$ cat src/rtl/id_pkg.sv
// Shared types and helpers for the RV64I decode stage.
// Contents: opcode constants, instruction class enum (4-bit, driven on
// o_ID_class), immediate format enum, default XLEN, and pure decode helpers.
package id_pkg;

  localparam int XLEN_DEF = 64;

  localparam logic [6:0] OPC_ALU_R  = 7'b0110011;
  localparam logic [6:0] OPC_ALU_I  = 7'b0010011;
  localparam logic [6:0] OPC_ALU_RW = 7'b0111011;
  localparam logic [6:0] OPC_ALU_IW = 7'b0011011;
  localparam logic [6:0] OPC_LOAD   = 7'b0000011;
  localparam logic [6:0] OPC_STORE  = 7'b0100011;
  localparam logic [6:0] OPC_BRANCH = 7'b1100011;
  localparam logic [6:0] OPC_JAL    = 7'b1101111;
  localparam logic [6:0] OPC_JALR   = 7'b1100111;
  localparam logic [6:0] OPC_LUI    = 7'b0110111;
  localparam logic [6:0] OPC_AUIPC  = 7'b0010111;
  localparam logic [6:0] OPC_SYSTEM = 7'b1110011;

  typedef enum logic [3:0] {
    CLS_ILLEGAL = 4'd0,
    CLS_ALU_R   = 4'd1,
    CLS_ALU_I   = 4'd2,
    CLS_ALU_RW  = 4'd3,
    CLS_ALU_IW  = 4'd4,
    CLS_LOAD    = 4'd5,
    CLS_STORE   = 4'd6,
    CLS_BRANCH  = 4'd7,
    CLS_JAL     = 4'd8,
    CLS_JALR    = 4'd9,
    CLS_LUI     = 4'd10,
    CLS_AUIPC   = 4'd11,
    CLS_SYSTEM  = 4'd12
  } inst_class_e;

  typedef enum logic [2:0] {
    FMT_NONE = 3'd0,
    FMT_I    = 3'd1,
    FMT_S    = 3'd2,
    FMT_B    = 3'd3,
    FMT_U    = 3'd4,
    FMT_J    = 3'd5
  } imm_fmt_e;

  // Compressed/reserved encodings (low bits != 11) are never legal here.
  function automatic inst_class_e decode_class(input logic [31:0] inst);
    inst_class_e cls;
    cls = CLS_ILLEGAL;
    if (inst[1:0] != 2'b11) begin
      cls = CLS_ILLEGAL;
    end else begin
      case (inst[6:0])
        OPC_ALU_R:  cls = CLS_ALU_R;
        OPC_ALU_I:  cls = CLS_ALU_I;
        OPC_ALU_RW: cls = CLS_ALU_RW;
        OPC_ALU_IW: cls = CLS_ALU_IW;
        OPC_LOAD:   cls = CLS_LOAD;
        OPC_STORE:  cls = CLS_STORE;
        OPC_BRANCH: cls = CLS_BRANCH;
        OPC_JAL:    cls = CLS_JAL;
        OPC_JALR:   cls = CLS_JALR;
        OPC_LUI:    cls = CLS_LUI;
        OPC_AUIPC:  cls = CLS_AUIPC;
        OPC_SYSTEM: cls = CLS_SYSTEM;
        default:    cls = CLS_ILLEGAL;
      endcase
    end
    return cls;
  endfunction

  // SYSTEM uses the I layout (CSR address lives in inst[31:20]).
  function automatic imm_fmt_e class_fmt(input inst_class_e cls);
    imm_fmt_e fmt;
    case (cls)
      CLS_ALU_I, CLS_ALU_IW, CLS_LOAD, CLS_JALR, CLS_SYSTEM: fmt = FMT_I;
      CLS_STORE:            fmt = FMT_S;
      CLS_BRANCH:           fmt = FMT_B;
      CLS_LUI, CLS_AUIPC:   fmt = FMT_U;
      CLS_JAL:              fmt = FMT_J;
      default:              fmt = FMT_NONE;
    endcase
    return fmt;
  endfunction

endpackage

$ cat src/rtl/id_inst_queue.sv
// DEPTH-entry FIFO of fetched {inst, pc} beats feeding the decoder.
// Ports: i_clk/i_rst_n clock and async active-low reset; i_push with
// i_push_inst/i_push_pc enqueue; i_pop dequeues the head; i_flush empties
// the queue; o_head_inst/o_head_pc show the head; o_count/o_empty status.
module id_inst_queue
  import id_pkg::*;
#(
  parameter int DEPTH = 2,
  parameter int XLEN  = XLEN_DEF
) (
  input  logic                     i_clk,
  input  logic                     i_rst_n,
  input  logic                     i_push,
  input  logic [31:0]              i_push_inst,
  input  logic [XLEN-1:0]          i_push_pc,
  input  logic                     i_pop,
  input  logic                     i_flush,
  output logic [31:0]              o_head_inst,
  output logic [XLEN-1:0]          o_head_pc,
  output logic [$clog2(DEPTH):0]   o_count,
  output logic                     o_empty
);

  localparam int PW = $clog2(DEPTH);
  localparam int CW = $clog2(DEPTH) + 1;

  logic [31:0]     r_inst_mem [DEPTH];
  logic [XLEN-1:0] r_pc_mem   [DEPTH];
  logic [PW-1:0]   r_wptr;
  logic [PW-1:0]   r_rptr;
  logic [CW-1:0]   r_count;

  // Entry storage; written at the tail on every accepted push.
  always_ff @(posedge i_clk or negedge i_rst_n) begin
    if (!i_rst_n) begin
      for (int i = 0; i < DEPTH; i++) begin
        r_inst_mem[i] <= 32'd0;
        r_pc_mem[i]   <= {XLEN{1'b0}};
      end
    end else if (i_push && !i_flush) begin
      r_inst_mem[r_wptr] <= i_push_inst;
      r_pc_mem[r_wptr]   <= i_push_pc;
    end
  end

  // Pointers and occupancy; DEPTH is a power of two so pointers wrap naturally.
  always_ff @(posedge i_clk or negedge i_rst_n) begin
    if (!i_rst_n) begin
      r_wptr  <= {PW{1'b0}};
      r_rptr  <= {PW{1'b0}};
      r_count <= {CW{1'b0}};
    end else if (i_flush) begin
      r_wptr  <= {PW{1'b0}};
      r_rptr  <= {PW{1'b0}};
      r_count <= {CW{1'b0}};
    end else begin
      if (i_push) r_wptr <= r_wptr + PW'(1'b1);
      if (i_pop)  r_rptr <= r_rptr + PW'(1'b1);
      case ({i_push, i_pop})
        2'b10:   r_count <= r_count + CW'(1'b1);
        2'b01:   r_count <= r_count - CW'(1'b1);
        default: r_count <= r_count;
      endcase
    end
  end

  assign o_head_inst = r_inst_mem[r_rptr];
  assign o_head_pc   = r_pc_mem[r_rptr];
  assign o_count     = r_count;
  assign o_empty     = (r_count == {CW{1'b0}});

endmodule

$ cat src/rtl/id_stage.sv
// RV64I decode stage between instruction fetch and EX.
// Ports: i_clk/i_rst_n clock and async active-low reset; i_inst_valid,
// i_inst, i_inst_addr fetch beat; i_flush EX jump redirect; i_EX_ready
// downstream accept; o_stall backpressure to fetch; o_ID_* registered
// decoded bundle (valid, pc, class, rd, rs1, rs2, funct3, funct7, imm,
// illegal).
module id_stage
  import id_pkg::*;
#(
  parameter int DEPTH = 2,
  parameter int XLEN  = XLEN_DEF
) (
  input  logic            i_clk,
  input  logic            i_rst_n,
  input  logic            i_inst_valid,
  input  logic [31:0]     i_inst,
  input  logic [XLEN-1:0] i_inst_addr,
  input  logic            i_flush,
  input  logic            i_EX_ready,
  output logic            o_stall,
  output logic            o_ID_valid,
  output logic [XLEN-1:0] o_ID_pc,
  output logic [3:0]      o_ID_class,
  output logic [4:0]      o_ID_rd,
  output logic [4:0]      o_ID_rs1,
  output logic [4:0]      o_ID_rs2,
  output logic [2:0]      o_ID_funct3,
  output logic [6:0]      o_ID_funct7,
  output logic [XLEN-1:0] o_ID_imm,
  output logic            o_ID_illegal
);

  localparam int CW = $clog2(DEPTH) + 1;

  logic            w_free, w_pop, w_bypass, w_push, w_q_empty, w_q_full;
  logic [CW-1:0]   w_q_count;
  logic [31:0]     w_head_inst, w_dec_inst;
  logic [XLEN-1:0] w_head_pc, w_dec_pc, w_dec_imm;
  inst_class_e     w_dec_class;
  imm_fmt_e        w_dec_fmt;

  logic            r_valid, r_illegal;
  logic [XLEN-1:0] r_pc, r_imm;
  logic [3:0]      r_class;
  logic [4:0]      r_rd, r_rs1, r_rs2;
  logic [2:0]      r_funct3;
  logic [6:0]      r_funct7;

  // Output slot can take a new bundle when empty or being consumed this cycle.
  assign w_free    = !r_valid || i_EX_ready;
  assign w_pop     = !w_q_empty && w_free;
  assign w_q_full  = (w_q_count == CW'(DEPTH));
  assign o_stall   = w_q_full && !w_pop;
  // Bypass skips the queue only when nothing older is waiting in it.
  assign w_bypass  = w_q_empty && w_free && i_inst_valid;
  assign w_push    = i_inst_valid && !w_bypass && !o_stall && !i_flush;

  id_inst_queue #(.DEPTH(DEPTH), .XLEN(XLEN)) u_queue (
    .i_clk       (i_clk),
    .i_rst_n     (i_rst_n),
    .i_push      (w_push),
    .i_push_inst (i_inst),
    .i_push_pc   (i_inst_addr),
    .i_pop       (w_pop && !i_flush),
    .i_flush     (i_flush),
    .o_head_inst (w_head_inst),
    .o_head_pc   (w_head_pc),
    .o_count     (w_q_count),
    .o_empty     (w_q_empty)
  );

  // Select the beat being loaded: queue head has priority over the live beat.
  always_comb begin
    w_dec_inst = i_inst;
    w_dec_pc   = i_inst_addr;
    if (w_pop) begin
      w_dec_inst = w_head_inst;
      w_dec_pc   = w_head_pc;
    end else begin
      w_dec_inst = i_inst;
      w_dec_pc   = i_inst_addr;
    end
  end

  assign w_dec_class = decode_class(w_dec_inst);
  assign w_dec_fmt   = class_fmt(w_dec_class);

  // Immediate assembly, sign bit inst[31] replicated up to XLEN.
  always_comb begin
    w_dec_imm = {XLEN{1'b0}};
    case (w_dec_fmt)
      FMT_I: w_dec_imm = {{(XLEN-12){w_dec_inst[31]}}, w_dec_inst[31:20]};
      FMT_S: w_dec_imm = {{(XLEN-12){w_dec_inst[31]}}, w_dec_inst[31:25],
                          w_dec_inst[11:7]};
      FMT_B: w_dec_imm = {{(XLEN-13){w_dec_inst[31]}}, w_dec_inst[31],
                          w_dec_inst[7], w_dec_inst[30:25], w_dec_inst[11:8], 1'b0};
      FMT_U: w_dec_imm = {{(XLEN-32){w_dec_inst[31]}}, w_dec_inst[31:12], 12'h000};
      FMT_J: w_dec_imm = {{(XLEN-21){w_dec_inst[31]}}, w_dec_inst[31],
                          w_dec_inst[19:12], w_dec_inst[20], w_dec_inst[30:21], 1'b0};
      default: w_dec_imm = {XLEN{1'b0}};
    endcase
  end

  // Output bundle register; flush wins over any load or handshake.
  always_ff @(posedge i_clk or negedge i_rst_n) begin
    if (!i_rst_n) begin
      r_valid   <= 1'b0;
      r_pc      <= {XLEN{1'b0}};
      r_class   <= 4'd0;
      r_rd      <= 5'd0;
      r_rs1     <= 5'd0;
      r_rs2     <= 5'd0;
      r_funct3  <= 3'd0;
      r_funct7  <= 7'd0;
      r_imm     <= {XLEN{1'b0}};
      r_illegal <= 1'b0;
    end else if (i_flush) begin
      r_valid <= 1'b0;
    end else if (w_pop || w_bypass) begin
      r_valid   <= 1'b1;
      r_pc      <= w_dec_pc;
      r_class   <= w_dec_class;
      r_rd      <= w_dec_inst[11:7];
      r_rs1     <= w_dec_inst[19:15];
      r_rs2     <= w_dec_inst[24:20];
      r_funct3  <= w_dec_inst[14:12];
      r_funct7  <= w_dec_inst[31:25];
      r_imm     <= w_dec_imm;
      r_illegal <= (w_dec_class == CLS_ILLEGAL);
    end else if (i_EX_ready) begin
      r_valid <= 1'b0;
    end else begin
      r_valid <= r_valid;
    end
  end

  assign o_ID_valid   = r_valid;
  assign o_ID_pc      = r_pc;
  assign o_ID_class   = r_class;
  assign o_ID_rd      = r_rd;
  assign o_ID_rs1     = r_rs1;
  assign o_ID_rs2     = r_rs2;
  assign o_ID_funct3  = r_funct3;
  assign o_ID_funct7  = r_funct7;
  assign o_ID_imm     = r_imm;
  assign o_ID_illegal = r_illegal;

endmodule
$ cat config.mk
export PLATFORM = sky130hd
export DESIGN_NAME = id_stage
export DESIGN_NICKNAME = d
export VERILOG_FILES = /design/src/rtl/id_pkg.sv /design/src/rtl/id_inst_queue.sv /design/src/rtl/id_stage.sv
export SDC_FILE = /design/constraint.sdc
export NUM_CORES = 1
export LEC_CHECK = 0
export BUFFER_PORTS_ARGS = -buffer_cell sky130_fd_sc_hd__buf_2
export CAP_MARGIN = 20
export CORE_ASPECT_RATIO = 0.75
export CORE_MARGIN = 5
export CORE_UTILIZATION = 45
export CTS_BUF_LIST = sky130_fd_sc_hd__clkbuf_16
export DETAILED_ROUTE_END_ITERATION = 10
export PLACE_DENSITY = 0.67
export SYNTH_ARGS = -nofsm -noshare
export SYNTH_HDL_FRONTEND = slang
export SYNTH_SLANG_ARGS = --single-unit
$ cat constraint.sdc
create_clock -name i_clk -period 7.3 [get_ports i_clk]
set_clock_uncertainty 0.15 [all_clocks]
set_input_delay 0 -clock i_clk [delete_from_list [all_inputs] [get_ports i_clk]]
set_output_delay 0 -clock i_clk [all_outputs]
set_load 0.02 [all_outputs]
=== After elaboration in Yosys (flattened, before gate mapping) ===
Memories as Yosys holds them, arrays and structs flattened.
Cells that the tools add are included.

* Register bits after elaboration: 355
* Bits of input ports: 101
* Logic and storage cells: 100
* Bits in read-only memories: 48
* Output and inout bits: 160
* Memories: 1

{| class="wikitable"
|+ Memory list
! memory !! words !! bits a word !! read ports !! clocked after Yosys merged registers in !! wr ports !! line !! text
|-
| (name not given) || 16 || 3 || 1 || 0 || 0 || id_pkg.sv:75 || <nowiki>case (cls)</nowiki>
|}

* Reduce and logical (&&, ||, !) cells: 25
* Bitwise operators: 3
* Add/sub/neg operators: 4
* Magnitude comparators: 3
* Equal/unequal tests: 21
* Muxes and demuxes: 26

{| class="wikitable"
|+ Operator list
! cell !! count
|-
| 64-bit two-way mux || 5
|-
| 64-bit case mux with 5 select lines || 1
|-
| 32-bit two-way mux || 5
|-
| 128-bit bitwise mux || 1
|-
| 64-bit bitwise mux || 1
|-
| 64-bit demux with 1-bit select || 1
|-
| 4-bit case mux with 12 select lines || 1
|-
| 32-bit demux with 1-bit select || 1
|-
| 7-bit by 6-bit == test with 1-bit output (second input constant) || 4
|-
| 7-bit == test (second input constant) || 4
|-
| 7-bit by 5-bit == test with 1-bit output (second input constant) || 3
|-
| 1-bit logical AND || 10
|-
| 7-bit by 2-bit == test with 1-bit output (second input constant) || 1
|-
| 1-bit two-way mux || 7
|-
| 3-bit by 2-bit == test with 1-bit output (second input constant) || 2
|-
| 3-bit == test (second input constant) || 2
|-
| 1-bit logical NOT || 6
|-
| 3-bit nonzero test || 2
|-
| 2-bit == test (second input constant) || 2
|-
| 2-bit greater-or-equal comparator (second input constant) || 2
|-
| 4-bit logical NOT || 1
|-
| 4-bit two-way mux || 1
|-
| 1-bit NOT with 2-bit output || 2
|-
| 2-bit case mux with 2 select lines || 1
|-
| 13 further kinds || 16
|}

=== Longest topological paths before layout ===
Gate-level depths: netlist (run 1).

* Depth in word-level cells: 11
* Gate-level depth with buffers: 11
* Depth with buffers taken out: 8

=== Cells and area by module ===
Synthesis (run 1) repeated with hierarchy kept, for this count alone.

* Cell total of the unflattened synthesis: 1270
* Area, all modules: 14858.0 um^2

{| class="wikitable"
|+ By module, submodules not included
! module !! area each (um^2) !! cells each !! instances !! sequential area each (um^2)
|-
| id_inst_queue || 8468.1 || 531 || 1 || 4904.7
|-
| id_stage || 6389.9 || 739 || 1 || 3178.0
|}

=== Worst setup path before layout (run 1) ===
OpenSTA, ideal clock, no wires.

* Kind: register -> register
* From: register r_valid, in the netlist o_ID_valid
* To: register r_imm[25], in the netlist o_ID_imm[25]
* Arrival: 2.635 ns
* Stages on the path, launching flop included: 10
* Path slack: 4.382 ns
* Library setup time: 0.133 ns
* Path buffers: 1
* Data required time: 7.017 ns
* Clock period less this slack: 2.918 ns
* Path through: dfrtp_1 -> nor2b_2 -> a2111oi_2 -> o211ai_1 -> a32oi_2 -> o22ai_2 -> or3_4 -> o31ai_4 -> buf_6 -> o221ai_2

* Cells in the longest elaborated chain, start to end: 10
* Elaborated cells on any way between the ends: 30
* Classes of those cells: 18 x eq/ne; 4 x mux; 7 x reduce/logical; 1 x memory

{| class="wikitable"
|+ Ends and longest elaborated chain
! item !! line !! text
|-
| from (decl) || id_stage.sv:42 || <nowiki>logic r_valid, r_illegal;</nowiki>
|-
| from (signal assigned) || id_stage.sv:133 || <nowiki>r_valid <= r_valid;</nowiki>
|-
| 1-bit logical NOT (*) || id_stage.sv:50 || <nowiki>assign w_free = !r_valid || i_EX_ready;</nowiki>
|-
| 1-bit logical OR (*) || id_stage.sv:50 ||
|-
| 1-bit logical AND || id_stage.sv:51 || <nowiki>assign w_pop = !w_q_empty && w_free;</nowiki>
|-
| 32-bit two-way mux || id_stage.sv:76 || <nowiki>if (w_pop) begin</nowiki>
|-
| 7-bit == test (tied with other cells) || id_pkg.sv:53 || <nowiki>case (inst[6:0])</nowiki>
|-
| 4-bit case mux with 12 select lines || id_pkg.sv:53 ||
|-
| 4-bit two-way mux || id_pkg.sv:50 || <nowiki>if (inst[1:0] != 2'b11) begin</nowiki>
|-
| memory read 16 x 3 bit || n/a ||
|-
| 3-bit == test (tied with other cells) || id_stage.sv:91 || <nowiki>case (w_dec_fmt)</nowiki>
|-
| 64-bit case mux with 5 select lines || id_stage.sv:91 ||
|-
| to (signal assigned) || id_stage.sv:115 || <nowiki>r_imm <= {XLEN{1'b0}};</nowiki>
|-
| to (signal assigned) || id_stage.sv:128 || <nowiki>r_imm <= w_dec_imm;</nowiki>
|-
| to (decl) || id_stage.sv:43 || <nowiki>logic [XLEN-1:0] r_pc, r_imm;</nowiki>
|}

Mark *: on every way between the ends. The rest lies on a longest branch, timed or not.
A chain may end at the register's enable or synchronous reset.

=== Worst setup path in the final report (run 1) ===
* From: register u_queue.r_rptr
* To: register r_imm[21], in the netlist o_ID_imm[21]

* Cells in the longest elaborated chain, start to end: 11
* Elaborated cells on any way between the ends: 27
* Classes of those cells: 18 x eq/ne; 7 x mux; 1 x bitwise; 1 x memory

{| class="wikitable"
|+ Ends and longest elaborated chain
! item !! line !! text
|-
| from (decl) || id_inst_queue.sv:30 || <nowiki>logic [PW-1:0] r_rptr;</nowiki>
|-
| from (signal assigned) || id_inst_queue.sv:50 || <nowiki>r_rptr <= {PW{1'b0}};</nowiki>
|-
| from (signal assigned) || id_inst_queue.sv:54 || <nowiki>r_rptr <= {PW{1'b0}};</nowiki>
|-
| from (signal assigned) || id_inst_queue.sv:58 || <nowiki>if (i_pop) r_rptr <= r_rptr + PW'(1'b1);</nowiki>
|-
| 1-bit NOT with 2-bit output (implied by the code) (*) || id_inst_queue.sv:67 || <nowiki>assign o_head_inst = r_inst_mem[r_rptr];</nowiki>
|-
| 32-bit two-way mux (implied by the code) (*) (3 in series) || id_inst_queue.sv:67 ||
|-
| 32-bit two-way mux (*) || id_stage.sv:76 ||
|-
| 7-bit == test (tied with other cells) || id_pkg.sv:53 ||
|-
| 4-bit case mux with 12 select lines || id_pkg.sv:53 ||
|-
| 4-bit two-way mux || id_pkg.sv:50 ||
|-
| memory read 16 x 3 bit || n/a ||
|-
| 3-bit == test (tied with other cells) || id_stage.sv:91 ||
|-
| 64-bit case mux with 5 select lines (*) || id_stage.sv:91 ||
|}

Mark *: on every way between the ends. The rest lies on a longest branch, timed or not. The select of a mux whose other input is x is not followed.

==> results of run 1 <==
-- worst paths after layout --
kind,cells past startpoint,slack [ns],start,endpoint
min reg2reg,1,0.33,o_ID_rd[1],o_ID_rd[1]
min,2,0.06,i_rst_n,u_queue.o_count[1]
max reg2reg,10,2.93,u_queue.r_rptr,o_ID_imm[21]
min in group i_clk,3,0.13,i_inst[28],u_queue.r_inst_mem[28]
max in group asynchronous,3,5.50,i_rst_n,u_queue.r_pc_mem[71]
max,10,2.93,u_queue.r_rptr,o_ID_imm[21]
-- flip-flops by register name (all words and copies together) (netlist names), 4 cells and up --
signal	cells
o_ID_rd	5
u_queue.r_pc_mem	128
o_ID_rs2	5
o_ID_rs1	5
o_ID_class	4
o_ID_pc	64
o_ID_funct7	7
o_ID_imm	32
u_queue.r_inst_mem	64
-- final cells by class --
class                      instances  area, sq um  area share, %
tap                              442          553           3.04
clock inverter                    24          188           1.03
antenna                            2         5.00         0.0275
sequential                       323         8090           44.4
clock buffer                      37          926           5.08
timing repair buffer             374         2470           13.6
multi-input combinational        760         5990           32.9
-- through the flow --
| stage | util, % | total power [mW] | setup WS [ns] | hold slack (ns) | area (sq um) |
|---|---|---|---|---|---|
| floorplan | - | 3.09 | 4.38 | -0.446 | 14700 |
| global placement | 49.7 | 3.39 | 2.78 | 0.0492 | 16000 |
| detailed placement | 49.7 | 3.44 | 2.66 | 0.0524 | 16000 |
| CTS | 56.3 | 5.24 | 2.60 | 0.111 | 18200 |
| global route | 56.5 | 5.47 | 2.66 | 0.117 | 18200 |
| finish | 56.5 | 5.20 | 2.93 | 0.0613 | 18200 |
-- layer usage --
| layer | track usage [%] | vias to the layer above | wire length [microns] |
|---|---|---|---|
| met4 | 4.67 | 2 | 741 |
| met3 | 4.41 | 49 | 2140 |
| met1 | 29.0 | 5417 | 17500 |
| met2 | 33.1 | 275 | 18000 |
| li1 | - | 4920 | - |
| met5 | 0 | - | 13 |
-- layout by cell type (no fill, tap or decap), types with 9 or more instances in the layout --
cell type and count:
sky130_fd_sc_hd__o21ai_0 29, sky130_fd_sc_hd__dlygate4sd3_1 101, sky130_fd_sc_hd__dfrtp_1 322, sky130_fd_sc_hd__a221oi_1 64, sky130_fd_sc_hd__nor2_1 164, sky130_fd_sc_hd__o31ai_1 13, sky130_fd_sc_hd__nand2_1 50, sky130_fd_sc_hd__a211oi_1 16
sky130_fd_sc_hd__a21o_1 15, sky130_fd_sc_hd__o21ai_1 9, sky130_fd_sc_hd__clkinv_2 9, sky130_fd_sc_hd__a21oi_1 18, sky130_fd_sc_hd__buf_2 259, sky130_fd_sc_hd__a22oi_1 12, sky130_fd_sc_hd__mux2i_1 29, sky130_fd_sc_hd__clkbuf_16 37
sky130_fd_sc_hd__mux2_2 256, sky130_fd_sc_hd__buf_4 10
-- cell families after synthesis --
kind of cell	Yosys count
XOR/XNOR	3
AO/OA/AOI/OAI	213
multiplexers	285
AND/OR/NAND/NOR	259
flip-flops	323
buffers and inverters	118
-- report_power, final --
group	switching, mW	internal [mW]	total (mW)
Combinational	0.567	0.538	1.10
Clock	0.719	1.02	1.74
Sequential	0.200	2.16	2.36
Total	1.49	3.71	5.20
-- repair_timing --
item	CTS	global route
hold buffers	101	0
setup buffers	0	0
endpoints found under the hold margin	444	0
==> results.md, run 1 <==
* Number of filler instances in the final layout at 2691
* Cell breakdown of the critical path: buf_4, nand3_1, o21ai_0, a32oi_2, nor4_1, nor3_1, and3_4, o31ai_4, buf_16, o221ai_1
* Die Ht at 166 microns
* Clk sinks at 323
* Slowest stage delay, CP at 0.90 ns
* Endpoint arrival time on the critical path at 4.57 ns
* Warnings, synthesis at 0
* Die area at 0.0363 sq mm
* Setup repair after global routing missed its margin: false
* Portion of the clock cycle consumed by the worst path in the final layout at 59.8%
* Final Hold Fails at 0
* Family with the most delay on the worst path: buffers and inverters
* Bufs on Longest Clock Path at 3
* Initial antenna violation count at 2
* Overflow left after global routing at 0
* MaxCap Viol Count at 0
* IO Count at 261
* Area share of the largest cell type after synthesis at 55.1%
* Critical path peak fanout at 60
* Cell type with the largest total area after synthesis: sky130_fd_sc_hd__dfrtp_1
* DRC violation total after the first TritonRoute iteration at 631
* Number of port buffers at 260
* FMAX at 229 MHz
* Average wire per cell in the routed design at 19.5 microns
* Post-route setup TNS at 0 ns
* First-pass GRT wire length at 61400 microns
* Leading register cell type out of synthesis: sky130_fd_sc_hd__dfrtp_1
* Asr flop ratio synth at 100%
* CTS H-Tree Depth at 2
* Number of distinct library cell variants in the gate-level netlist after synthesis at 59
* Sequential-to-total area share from yosys stat at 55.1%
* Pin count of the biggest net entering global routing at 132
* Adder and majority gate portion of the synthesized area at 0%
* Worst setup path category: flip-flop to flip-flop
* Clock latency reported for the late side of the worst-skew pair at 0.51 ns
* Worst slew margin relative to its limit at 32.0%
* Core Box Area at 0.0322 sq mm
* Status: finished clean
* Gate count of the mapped netlist at 1201
* Final routed DRC violation total at 0
* Number of global-route vias before repair at 11100
* Count of placed standard cells in the final layout, fillers left out at 1962
* Count of flip-flops with a built-in enable after synthesis at 0
* Die X at 218 microns
* Maximum ir drop on the vdd rail at 0.149 mV
* Placed Instances at 1796
* Syn Nets at 1302
* Count of state elements after synthesis at 323
* Portion of netlist area occupied by mux cells at 21.6%
* Data required, critical path at 7.50 ns
* Number of buffers and inverters on the critical path at 2
* Vias at 10700
* Dominant combinational cell family by area after synthesis: multiplexers
* Total Routed Length at 38300 microns
* DP HPWL at 23600 microns
* Worst Hold Class: input pin to asynchronous set/reset pin
* Root buf cell: sky130_fd_sc_hd__clkbuf_16
* RePlAce Congestion at 0.895
* Compound-gate portion of the synthesized area at 11.3%
* Antenna violation net count after detailed routing at 0
* Number of core rows at 57
* Proportion of layout cells with a drive suffix above 1 at 40.3%
* Min cycle time layout at 4.37 ns
* CP endpoint kind: flip-flop
* Global Route Usage Sum at 20.6%
* Crit start category: flip-flop
* Cell type of the slowest stage on the worst timing path: sky130_fd_sc_hd__dfrtp_4
* CTS tree: built
* Initial core utilization at 45.5%
* Total CTS buffers at 35
* Cell area after synthesis at 0.0147 sq mm
* Count of pins over their slew limit at 0
* Main area contributors after synthesis: sky130_fd_sc_hd__dfrtp_1 55%, sky130_fd_sc_hd__mux2_2 20%, sky130_fd_sc_hd__nor2_1 4.2%, sky130_fd_sc_hd__a221oi_1 3.8%, sky130_fd_sc_hd__mux2i_1 2.0%
* Final setup violation count at 0
* Top post-synthesis cells by count: 323 x sky130_fd_sc_hd__dfrtp_1, 256 x sky130_fd_sc_hd__mux2_2, 165 x sky130_fd_sc_hd__nor2_1, 64 x sky130_fd_sc_hd__a221oi_1, 51 x sky130_fd_sc_hd__nand2_1
* Net count reported at finish at 1595
* Mean Syn Cell Area at 12.2 sq um
* Signed area change from the synthesized netlist to the final layout at 24.3%
* Vias per inst at 5.43
* Leak Pwr at 8.39 nW
* Most used standard cell by instance count after synthesis: sky130_fd_sc_hd__dfrtp_1
* Worst-path clk slew at 0.06 ns
* Pre-Repair DR Iteration Count at 5
* Transition time at the pin with the least slew margin at 1.02 ns
* Synthesized-area fraction occupied by and/or/nand/nor cells at 7.45%
* Pwr dens at 285 mW/mm^2
* Synth Area in XOR/XNOR at 0.179%
* Cts repair resizes at 0
Note: power is estimated with default switching activity, not from simulation.
==> inputs of run 2 (changes only) <==
Settings changed: PLACE_DENSITY 0.67 to 0.69.
Clock period 7.3 ns to 3.8 ns, I/O delays scaled along.
==> run 2 against run 1 <==
The run now ends with hold timing left. Critical path depth fell by 1. Clock power rose by 86%. Maximum frequency rose by 27%. Die area did not move. Setup slack got worse by 2.6 ns. Sequential share of layout area fell by 0.24 points. Register-to-register slack got worse by 2.6 ns. Worst hold slack got worse by 0.063 ns. Flip-flop and latch count did not move. Via count rose by 0.66%. Critical path type unchanged. Critical endpoint unchanged. Highest routed layer is now met4.
==> results.md, run 2 (synthesis results as in run 1) <==
* Status: finished with violations
* Violated checks: hold timing
* Data required, critical path at 4.02 ns
* Worst setup path category: flip-flop to flip-flop
* Final setup violation count at 0
* Die Ht at 166 microns
* Flip-flop count of the largest register, all copies and words added at 128
* Pre-Repair DR Iteration Count at 5
* Worst Hold Class: input pin to asynchronous set/reset pin
* Family with the most delay on the worst path: simple AND/OR/NAND/NOR gates
* Total Routed Length at 38100 microns
* CP endpoint kind: flip-flop
* Leak Pwr at 8.46 nW
* Initial antenna violation count at 3
* Global Route Usage Sum at 20.7%
* Portion of the clock cycle consumed by the worst path in the final layout at 90.8%
* Commonest cells after routing, fill and taps aside: 322 x sky130_fd_sc_hd__dfrtp_1, 259 x sky130_fd_sc_hd__buf_2, 256 x sky130_fd_sc_hd__mux2_2, 164 x sky130_fd_sc_hd__nor2_1, 100 x sky130_fd_sc_hd__dlygate4sd3_1
* Post-CTS setup buffer count at 0
* Cell breakdown of the critical path: nand2b_1, a21oi_1, or2_2, nor4_1, nor3_1, and3_4, o31ai_4, buf_4, o221ai_1
* Endpoint arrival time on the critical path at 3.67 ns
* Number of global-route vias before repair at 11100
* Worst Slack Setup Final at 0.349 ns
* CTS H-Tree Depth at 2
* Setup Slack @ Placement at 0.311 ns
* Sum of internal, switching and leakage power at 9.88 mW
* Critical path peak fanout at 25
* Count of pins over their slew limit at 0
* Overflow left after global routing at 0
* Average wire per cell in the routed design at 19.3 microns
* Cell type of the slowest stage on the worst timing path: sky130_fd_sc_hd__nand2b_1
* Slowest stage delay, CP at 0.46 ns
* Total CTS buffers at 34
* Final Hold Fails at 1
* Number of buffers and inverters on the critical path at 1
* Number of core rows at 57
* Min cycle time layout at 3.45 ns
* Initial core utilization at 45.5%
* Root buf cell: sky130_fd_sc_hd__clkbuf_16
* Number of port buffers at 260
* Setup repair after global routing missed its margin: false
* IO Count at 261
* Crit start category: flip-flop
* Pwr dens at 539 mW/mm^2
* Signed area change from the synthesized netlist to the final layout at 24.9%
* Post-route setup TNS at 0 ns
* DRC violation total after the first TritonRoute iteration at 848
* Clk sinks at 323
* Worst slew margin relative to its limit at 37.6%
* Die X at 218 microns
* Smallest hold slack at -0.00183 ns
* Net count reported at finish at 1607
* Final routed DRC violation total at 0
* Worst-path clk slew at 0.06 ns
* FMAX at 290 MHz
* Clock latency reported for the late side of the worst-skew pair at 0.52 ns
* CTS tree: built
* MaxCap Viol Count at 0
* Largest register by flop count: u_queue.r_pc_mem
* Transition time at the pin with the least slew margin at 0.936 ns
* Most common cell after layout, fill and taps aside: sky130_fd_sc_hd__dfrtp_1
* First-pass GRT wire length at 61400 microns
* DP HPWL at 24500 microns
* Bufs on Longest Clock Path at 3
* Die area at 0.0363 sq mm
* RePlAce Congestion at 0.842
* Vias at 10700
* Maximum ir drop on the vdd rail at 0.349 mV
* Pin count of the biggest net entering global routing at 120
* Vias per inst at 5.44
* Proportion of layout cells with a drive suffix above 1 at 40.8%
* Antenna violation net count after detailed routing at 0
* Core Box Area at 0.0322 sq mm
[run 2: changes by cell type in the layout (fill, tap and decap cells not counted), moves of 2 or more]
| cell | delta |
|---|---|
| sky130_fd_sc_hd__inv_1 | +3 |
| sky130_fd_sc_hd__buf_12 | +6 |
| sky130_fd_sc_hd__buf_4 | +10 |
| sky130_fd_sc_hd__clkinv_2 | -3 |
| sky130_fd_sc_hd__buf_16 | -2 |
| sky130_fd_sc_hd__clkinv_1 | -2 |
[run 2: worst paths after layout]
path | start | endpoint | slack (ns) | cells after the start
worst max-delay path | o_ID_valid | o_ID_imm[21] | 0.35 | 9
worst min-delay path | i_rst_n | o_ID_pc[29] | -0.002 | 2
worst max register to register | o_ID_valid | o_ID_imm[21] | 0.35 | 9
worst min register to register | o_ID_funct3[0] | o_ID_funct3[0] | 0.33 | 1
max in group asynchronous | i_rst_n | o_ID_pc[14] | 2.46 | 3
min in group i_clk | i_inst_addr[30] | u_queue.r_pc_mem[94] | 0.13 | 3
[run 2: cell type report]
cell class	count	area, sq um
clock inverters	21	148
flip-flops and latches	323	8090
multi-input cells	760	5990
diodes	3	7.51
repair buffers	387	2600
fillers	2686	13900
well taps	442	553
clock buffers	37	926
[run 2: worst reg2reg max path, cell delays in order, from the launching register on]
cell and delay (ns):
sky130_fd_sc_hd__dfrtp_1 0.39, sky130_fd_sc_hd__nand2b_1 0.46, sky130_fd_sc_hd__a21oi_1 0.25, sky130_fd_sc_hd__or2_2 0.42, sky130_fd_sc_hd__nor4_1 0.41, sky130_fd_sc_hd__nor3_1 0.22, sky130_fd_sc_hd__and3_4 0.25, sky130_fd_sc_hd__o31ai_4 0.22
sky130_fd_sc_hd__buf_4 0.35, sky130_fd_sc_hd__o221ai_1 0.17
[run 2: stage by stage]
| stage | hold WS, ns | instances | area [sq um] | util [%] |
|---|---|---|---|---|
| 2_1_floorplan | -0.446 | 1201 | 14700 | - |
| 3_3_place_gp | 0.00414 | 1812 | 16200 | 50.3 |
| 3_5_place_dp | 0.00752 | 1812 | 16200 | 50.3 |
| 4_1_cts | 0.0306 | 1970 | 18300 | 56.8 |
| 5_1_grt | 0.0830 | 1973 | 18300 | 56.8 |
| 6_report | -0.00183 | 1973 | 18300 | 56.8 |
[run 2: repair_timing]
action | in CTS | in global routing
endpoints found under the setup margin | 0 | 11
resized for setup | 0 | 2
hold endpoints to repair | 431 | 0
hold buffers | 100 | 0
[run 2: layer usage]
metal  share of wire, %  up-vias  track usage [%]
met3                5.7       56             4.16
li1                   -     4933                -
met5                  0        -                0
met1                 45     5460             29.0
met2                 47      284             32.9
met4                2.3        0             5.79
[run 2: where the power goes]
part / switching [mW] / internal [mW] / leakage [nW] / total (mW)
Sequential: 0.373 / 4.14 / 4.05 / 4.52
Clock: 1.35 / 1.88 / 0.548 / 3.23
Combinational: 1.10 / 1.03 / 3.87 / 2.13
